==> src/rtl/tft_client_arbiter.sv <==
// Shares one tft_spi transmitter among N_CLIENTS draw clients: a one-shot boot
// client after reset, then round-robin grants of whole enable/busy transactions.
module tft_client_arbiter #(
    parameter int N_CLIENTS   = 3,
    parameter int ID_W        = 2,
    parameter int BOOT_CLIENT = 0,
    parameter int ARM_TIMEOUT = 16,
    parameter int RUN_TIMEOUT = 1048575,
    parameter int TO_W        = 20
) (
    input  logic                   clk,
    input  logic                   rst,
    input  logic [N_CLIENTS-1:0]   req,
    input  logic [N_CLIENTS-1:0]   client_busy,
    input  logic [8*N_CLIENTS-1:0] client_data,
    input  logic [N_CLIENTS-1:0]   client_dc,
    input  logic [N_CLIENTS-1:0]   client_transmit,
    output logic [N_CLIENTS-1:0]   client_enable,
    input  logic                   spi_busy,
    output logic [7:0]             spi_data,
    output logic                   spi_dc,
    output logic                   spi_transmit,
    output logic [ID_W-1:0]        active_id,
    output logic                   boot_done,
    output logic                   timeout_err
);

    typedef enum logic [2:0] {
        ST_IDLE  = 3'd0,
        ST_ARM   = 3'd1,
        ST_RUN   = 3'd2,
        ST_DRAIN = 3'd3,
        ST_GAP   = 3'd4
    } state_t;

    localparam logic [ID_W-1:0] BOOT_ID    = ID_W'(BOOT_CLIENT);
    localparam logic [ID_W-1:0] PTR_INIT   = ID_W'(N_CLIENTS - 1);
    localparam logic [7:0]      ARM_LAST   = 8'(ARM_TIMEOUT - 1);
    localparam int              RUN_LAST_I = (RUN_TIMEOUT > 0) ? RUN_TIMEOUT - 1 : 0;
    localparam logic [TO_W-1:0] RUN_LAST   = TO_W'(RUN_LAST_I);
    localparam bit              RUN_TO_EN  = (RUN_TIMEOUT != 0);

    state_t               state_r, state_nx_s;
    logic [N_CLIENTS-1:0] enable_nx_s;
    logic [ID_W-1:0]      id_nx_s, ptr_r, ptr_nx_s, grant_id_s;
    logic [7:0]           arm_cnt_r, arm_cnt_nx_s;
    logic [TO_W-1:0]      run_cnt_r, run_cnt_nx_s;
    logic                 boot_nx_s, terr_nx_s, grant_s;
    logic [ID_W:0]        pick_s;

    function automatic logic [N_CLIENTS-1:0] onehot(input logic [ID_W-1:0] id);
        return {{(N_CLIENTS-1){1'b0}}, 1'b1} << id;
    endfunction

    // Scans from the farthest candidate to the nearest so the nearest eligible one wins.
    function automatic logic [ID_W:0] rr_pick(input logic [N_CLIENTS-1:0] r,
                                              input logic [ID_W-1:0]      p);
        logic [ID_W:0]   res;
        logic [ID_W-1:0] idx;
        res = {(ID_W+1){1'b0}};
        for (int i = N_CLIENTS; i >= 1; i--) begin
            idx = ID_W'((int'(p) + i) % N_CLIENTS);
            res = (r[idx] && (int'(idx) != BOOT_CLIENT)) ? {1'b1, idx} : res;
        end
        return res;
    endfunction

    // Grant candidate: the boot client until it has run once, then round-robin.
    always_comb begin
        pick_s = rr_pick(req, ptr_r);
        if (!boot_done) begin
            grant_s    = 1'b1;
            grant_id_s = BOOT_ID;
        end else begin
            grant_s    = pick_s[ID_W];
            grant_id_s = pick_s[ID_W-1:0];
        end
    end

    // Transaction FSM next-state and next register values.
    always_comb begin
        state_nx_s   = state_r;
        enable_nx_s  = client_enable;
        id_nx_s      = active_id;
        ptr_nx_s     = ptr_r;
        arm_cnt_nx_s = arm_cnt_r;
        run_cnt_nx_s = run_cnt_r;
        boot_nx_s    = boot_done;
        terr_nx_s    = timeout_err;
        case (state_r)
            ST_IDLE: begin
                if (grant_s) begin
                    state_nx_s   = ST_ARM;
                    id_nx_s      = grant_id_s;
                    ptr_nx_s     = grant_id_s;
                    enable_nx_s  = onehot(grant_id_s);
                    arm_cnt_nx_s = 8'd0;
                end else begin
                    enable_nx_s = {N_CLIENTS{1'b0}};
                end
            end
            ST_ARM: begin
                if (client_busy[active_id]) begin
                    state_nx_s   = ST_RUN;
                    run_cnt_nx_s = {TO_W{1'b0}};
                end else if (arm_cnt_r >= ARM_LAST) begin
                    // A client that never starts is an empty turn, not a fault.
                    state_nx_s  = ST_DRAIN;
                    enable_nx_s = {N_CLIENTS{1'b0}};
                end else begin
                    arm_cnt_nx_s = arm_cnt_r + 8'd1;
                end
            end
            ST_RUN: begin
                if (!client_busy[active_id]) begin
                    state_nx_s  = ST_DRAIN;
                    enable_nx_s = {N_CLIENTS{1'b0}};
                end else if (RUN_TO_EN && (run_cnt_r >= RUN_LAST)) begin
                    state_nx_s  = ST_DRAIN;
                    enable_nx_s = {N_CLIENTS{1'b0}};
                    terr_nx_s   = 1'b1;
                end else begin
                    run_cnt_nx_s = (run_cnt_r == {TO_W{1'b1}}) ? run_cnt_r : run_cnt_r + TO_W'(1);
                end
            end
            ST_DRAIN: begin
                enable_nx_s = {N_CLIENTS{1'b0}};
                if (!spi_busy) begin
                    state_nx_s = ST_GAP;
                    boot_nx_s  = boot_done | (active_id == BOOT_ID);
                end else begin
                    state_nx_s = ST_DRAIN;
                end
            end
            ST_GAP: begin
                enable_nx_s = {N_CLIENTS{1'b0}};
                state_nx_s  = ST_IDLE;
            end
            default: begin
                enable_nx_s = {N_CLIENTS{1'b0}};
                state_nx_s  = ST_IDLE;
            end
        endcase
    end

    // State and transaction registers.
    always_ff @(posedge clk or negedge rst) begin
        if (!rst) begin
            state_r       <= ST_IDLE;
            client_enable <= {N_CLIENTS{1'b0}};
            active_id     <= {ID_W{1'b0}};
            ptr_r         <= PTR_INIT;
            arm_cnt_r     <= 8'd0;
            run_cnt_r     <= {TO_W{1'b0}};
            boot_done     <= 1'b0;
            timeout_err   <= 1'b0;
        end else begin
            state_r       <= state_nx_s;
            client_enable <= enable_nx_s;
            active_id     <= id_nx_s;
            ptr_r         <= ptr_nx_s;
            arm_cnt_r     <= arm_cnt_nx_s;
            run_cnt_r     <= run_cnt_nx_s;
            boot_done     <= boot_nx_s;
            timeout_err   <= terr_nx_s;
        end
    end

    // SPI mux: only the granted client's strobe passes, and only while it owns the bus.
    always_comb begin
        spi_data = client_data[{active_id, 3'b000} +: 8];
        spi_dc   = client_dc[active_id];
        if ((state_r == ST_ARM) || (state_r == ST_RUN)) begin
            spi_transmit = client_transmit[active_id];
        end else begin
            spi_transmit = 1'b0;
        end
    end

endmodule
==> config.mk <==
export PLATFORM = sky130hd
export DESIGN_NAME = tft_client_arbiter
export DESIGN_NICKNAME = d
export VERILOG_FILES = /design/src/rtl/tft_client_arbiter.sv
export SDC_FILE = /design/constraint.sdc
export NUM_CORES = 1
export LEC_CHECK = 0
export BUFFER_PORTS_ARGS = -buffer_cell sky130_fd_sc_hd__buf_2
export CORE_UTILIZATION = 55
export DETAILED_ROUTE_END_ITERATION = 10
export GPL_ROUTABILITY_DRIVEN = 0
export PLACE_DENSITY = 0.81
export SYNTH_ARGS = -nofsm -noshare
export SYNTH_HDL_FRONTEND = slang
export SYNTH_SLANG_ARGS = --single-unit
==> constraint.sdc <==
create_clock -name clk -period 6.7 [get_ports clk]
set_clock_uncertainty 0.2 [all_clocks]
set_input_delay 0.335 -clock clk [delete_from_list [all_inputs] [get_ports clk]]
set_output_delay 0.335 -clock clk [all_outputs]
set_load 0.03 [all_outputs]
**After elaboration in Yosys (flattened, before gate mapping)**

Cells that the tools add are included.
Widths: inputs -> output; s select.

- Register bits: 40
- Latch bits: 0
- Memory bits (writable): 0
- Memory bits (read-only): 0
- Input bits: 39
- Output and inout bits: 17
- Word-level logic and storage cells: 98
- Memories kept: 0

- $add $sub $neg: 5
- Multipliers: 0
- Div/mod/pow operators: 3
- $lt $le $gt $ge: 6
- Equality and inequality tests: 14
- Shift operators: 2
- Muxes and demuxes: 40
- Bitwise gates (word level): 2
- Reductions and logical operators: 18

Operators with widths:

| cell | number |
|---|---|
| $mod 32x3->32 const B | 3 |
| $mux 20 | 4 |
| $mux 3 | 14 |
| $pmux 20 s2 | 1 |
| $mux 8 | 3 |
| $shiftx 24x6->8 | 1 |
| $add 20x1->20 const B | 1 |
| $eq 20x20->1 const B | 1 |
| $ge 20x20->1 const B | 1 |
| $ne 2x2->1 const B | 8 |
| $pmux 8 s2 | 1 |
| $bmux 1 s2 | 6 |
| $lt 2x3->1 const B | 4 |
| $pmux 3 s4 | 1 |
| $reduce_bool 2->1 | 5 |
| $pmux 3 s3 | 1 |
| $reduce_and 3->1 | 3 |
| $add 8x1->8 const B | 1 |
| $ge 8x4->1 const B | 1 |
| $mux 1 | 8 |
| $add 2x2->3 const B | 2 |
| $eq 3x2->1 const B | 2 |
| $ne 3x3->1 const B | 2 |
| $reduce_and 5->1 | 1 |
| 12 further kinds | 15 |

**Longest topological paths before layout**

- Depth in word-level cells: 12
- Gate-level depth with buffers: 12
- Mapped depth without buffers: 8

**Worst setup path after synthesis**

Ideal clock, no wire load.

- Path type: register -> register
- From: reg active_id[0] (netlist name)
- To: reg active_id[0]
- Setup time: 0.125 ns
- Arrival time: 2.838 ns
- Required time: 6.375 ns
- Slack: 3.537 ns
- Stages on the path, launching flop included: 11
- Path buffers: 4
- Clock period less this slack: 3.163 ns
- Cell sequence: dfrtp_1 -> buf_4 -> clkbuf_1 -> inv_1 -> ha_1 -> clkbuf_1 -> mux2_2 -> o21ai_0 -> a41o_1 -> buf_2 -> mux2_2

RTL lines:

| element | line | RTL |
|---|---|---|
| end signal: assignment | 151 | `active_id <= {ID_W{1'b0}};` |
| end signal: assignment | 160 | `active_id <= id_nx_s;` |
| end: declaration | 23 | `output logic [ID_W-1:0] active_id,` |

==> flow_results.org <==
** Floorplanning
- DIE AREA :: 0.00483 mm²
- # rows :: 24
- Starting Density :: 57.6%
- The core region is 0.00435 mm².
- In this run the vertical extent of the chip is 69.5 µm.
- I/O pin count :: 56
- Measured along the x axis, the die boundary spans 69.5 µm.

** Critical path
- Crit-path slowest cell :: dfrtp_1
- Critical Path End Type :: flop
- R2r setup slk :: 3.41 ns
- The worst register-to-register path begins at active_id[0]$_DFFE_PN0P_.
- Depth of the most critical reg-to-reg path :: 6
- Crit path top cell by count :: mux2_2
- The worst setup path is of the reg2reg kind.
- STA classifies the critical path startpoint as a flop.
- Worst r2r dst :: active_id[1]$_DFFE_PN0P_
- The critical path goes through inv_1, ha_1, mux2_2, o21ai_0, a41o_1, mux2_2.
- In this run the worst path has a maximum fanout of 19.
- In this design, the stage delay of the slowest critical-path cell is 0.85 ns.
- The number of buffers and inverters on the critical path is 1.
- Kind of cell adding the most delay to the critical path :: flip-flops
- At the worst endpoint, the required time is 6.68 ns.
- Data arrival, critical path :: 3.26 ns

** Timing
- Final critical-path share of the clock period :: 49.0%
- Setup violations remaining at the end of the flow were counted as 0.
- Post-layout minimum cycle time :: 3.29 ns
- RSZ-0062 raised after global routing :: false
- Final Hold Vio Count :: 0
- Across all setup checks in the final design, the least slack found is 3.41 ns.
- Tightest hold margin :: 0.158 ns
- Peak Freq :: 304 MHz
- At the pin with the least slew margin, the transition time is 0.855 ns.
- The max-slew violation count was 0.
- Relative slew slack :: 43.0%
- Post-Route Setup TNS :: 0 ns

** Yosys
- Yosys mapped a number of flops with a built-in enable equal to 0.
- After synthesis the netlist holds a flip-flop and latch count of 39.
- After synthesis, the cell types taking the most area are dfrtp_1, mux2i_1, nor2_1.
- Summed over its instances, the top area cell type makes up 37.9% of the synthesized netlist area.
- When the netlist entered floorplanning its net count stood at 320.
- Post-Synthesis Cell Area :: 0.00251 mm²
- Synthesized area divided by synthesized cell count :: 9.15 µm²
- In the synthesized netlist the dominant register cell turns out to be dfrtp_1.
- Synth area leader :: dfrtp_1
- Synth warn :: 0
- Cell variety after synth :: 58
- In the post-synthesis netlist, the cell with the most instances is dfrtp_1.
- Share of synthesized registers carrying an async set or reset :: 100%
- Gate Count Post-Synth :: 274
- Share of the yosys chip area belonging to registers :: 39.0%
- The commonest cells after synthesis are dfrtp_1, nor2_1, nand2_1.

** Detailed routing
- Final routed wirelength across all metal layers :: 5440 µm
- Overall via count from detail_route :: 2181
- First-pass detailed-route iteration total :: 5
- DR vias/cell :: 5.75
- After the first detailed-routing iteration, the DRC count stood at 83.
- # DRC :: 0
- Number of nets with antenna violations after detailed routing :: 0
- Detail-routed net length per standard cell :: 14.3 µm

** Placed design
- Place WS :: 3.42 ns
- Port buffering added 55 buffers.
- Post-place instance area :: 0.00279 mm²
- In this run, placement finished with an instance count of 371.
- After legalization and detailed placement, the total HPWL measured 4100 µm.

** Global routing
- The number of global-route vias before repair is 2118.
- Global routing consumed, over all layers together, 24.3% of the routing resources.
- Highest-utilization routing layer at the global route stage :: met2
- Global routing used 41.0% of the available met2 tracks.
- Wire length of the first global-routing pass :: 9540 µm
- The number of antenna violations at the first check in global routing was 0.
- Met1 capacity usage during global routing :: 32.2%
- Congestion Overflow GR :: 0
- Entering global routing, the biggest net connects 40 pins.
- Global-route met3 utilization :: 3.63%

** Finish
- Final standard cell area without fillers :: 0.00291 mm²
- Fraction of final layout cells sized beyond drive strength 1 :: 25.4%
- Cells fill 66.8% of the core in the end.
- Post-layout nets :: 373
- The repair_antennas step left the layout with diodes totalling 0.
- The area growth from synthesis to layout is 15.9%.
- Post-route insts no fill :: 379

** Min path
- Hold Crit Class :: in2reg
- Worst-case hold path end point :: state_r[2]$_DFFE_PN0P_
- The worst hold path was traced through 3 stages.
- The startpoint identified for the worst hold timing path is spi_busy.

** Clock tree
- After clock tree synthesis, the clock-pin slew on the worst setup and hold paths is 0.07 ns.
- Clock tree synthesis inserted a total of 5 buffers.
- TritonCTS built the clock tree.
- Buffer depth of the longest clock path :: 2
- CTS root buffer :: clkbuf_8
- CTS built an H-tree with a depth of 2.
- Total number of clock tree sinks :: 39
- The later pin in the worst-skew pair is clocked with a latency of 0.29 ns.

** Pwr
- In this run the static leakage power is 1.33 nW.
- Dividing total power by cell area gives a power density of 374 mW/mm².
- Max IR drop VDD :: 0.000222 V
- Total power for the finished layout comes to 1.09 mW.

** Flow run
- Max cap viols :: 0

** Run status
- Run status :: completed
## worst max-delay path by stage
stage / start / end / slack, ns / cells past startpoint
after global placement: active_id[0]$_DFFE_PN0P_ / active_id[0]$_DFFE_PN0P_ / 3.57 / 6
final: active_id[0]$_DFFE_PN0P_ / active_id[1]$_DFFE_PN0P_ / 3.41 / 6
after floorplan: active_id[0]$_DFFE_PN0P_ / active_id[0]$_DFFE_PN0P_ / 3.54 / 10
after detailed placement: active_id[0]$_DFFE_PN0P_ / active_id[1]$_DFFE_PN0P_ / 3.42 / 6
after CTS: active_id[0]$_DFFE_PN0P_ / active_id[1]$_DFFE_PN0P_ / 3.42 / 6
after global routing: active_id[0]$_DFFE_PN0P_ / active_id[1]$_DFFE_PN0P_ / 3.16 / 6
## state kept, by name, indices dropped and copies added, names as in the netlist
| register | flops |
|---|---|
| state_r | 3 |
| boot_done | 1 |
| ptr_r | 1 |
| client_enable | 3 |
| arm_cnt_r | 8 |
| run_cnt_r | 20 |
| timeout_err | 1 |
| active_id | 2 |
## logic make-up after synthesis
kind of cell,share of synthesized area [%]
muxes,7.43
and+or+nand+nor,27.0
AOI/OAI and AO/OA,13.4
DFF,39.0
adders and majority gates,3.49
buffers and inverters,4.09
xor gates and xnor gates,5.59
## metal layers
metal | vias to the layer above | part of all wire (%) | routed length, µm
met3 | 9 | 2.6 | 141
met1 | 1044 | 47 | 2540
li1 | 1090 | - | -
met4 | 0 | 1.5 | 79
met5 | - | 0 | 0
met2 | 38 | 49 | 2670
## cell type report
cell class	instances	area (µm²)
clock inverter	1	30.0
tap	52	65.1
fill	368	1450
timing repair buffer	57	293
clock buffer	6	72.6
sequential	39	977
inverter	11	41.3
multi-input combinational	213	1430
## report_power, final
| part | internal, mW | switching, mW |
|---|---|---|
| combinational | 0.206 | 0.336 |
| clock | 0.109 | 0.0770 |
| sequential | 0.282 | 0.0767 |
| total | 0.597 | 0.490 |
## layout by cell type, fill, tap and decap left out, types with 2 or more instances in the layout
master / netlist / routed
a21oi_1: 10 / 10
a31oi_1: 2 / 2
and2_1: 4 / 4
and3_1: 3 / 3
buf_2: 4 / 55
clkbuf_8: 0 / 5
dfrtp_1: 38 / 38
ha_1: 7 / 7
inv_1: 11 / 11
mux2_2: 5 / 5
mux2i_1: 13 / 13
nand2_1: 23 / 23
nand2b_1: 7 / 7
nand3_1: 16 / 16
nand3_2: 2 / 2
nand4_1: 8 / 8
nor2_1: 26 / 26
nor2b_1: 3 / 3
nor3_1: 6 / 6
nor4_1: 3 / 3
o211ai_1: 2 / 2
o21ai_0: 19 / 19
or2_2: 2 / 2
or3_1: 3 / 3
or4_1: 4 / 4
or4_2: 2 / 2
xnor2_1: 6 / 6
xor2_1: 10 / 10
## timing repair
item / in CTS / in global routing
endpoints found under the setup margin: 0 / 0
buffers inserted: 0 / 0
endpoints found under the hold margin: 38 / 0
hold buffers: 1 / 0
resized for setup: 0 / 0
## tightest hold or removal path, delay by kind of cell
kind	cells	cell delay (ns)
simple gates	2	0.18
buf+inv	1	0.09
(Power assumes the default switching activity.)
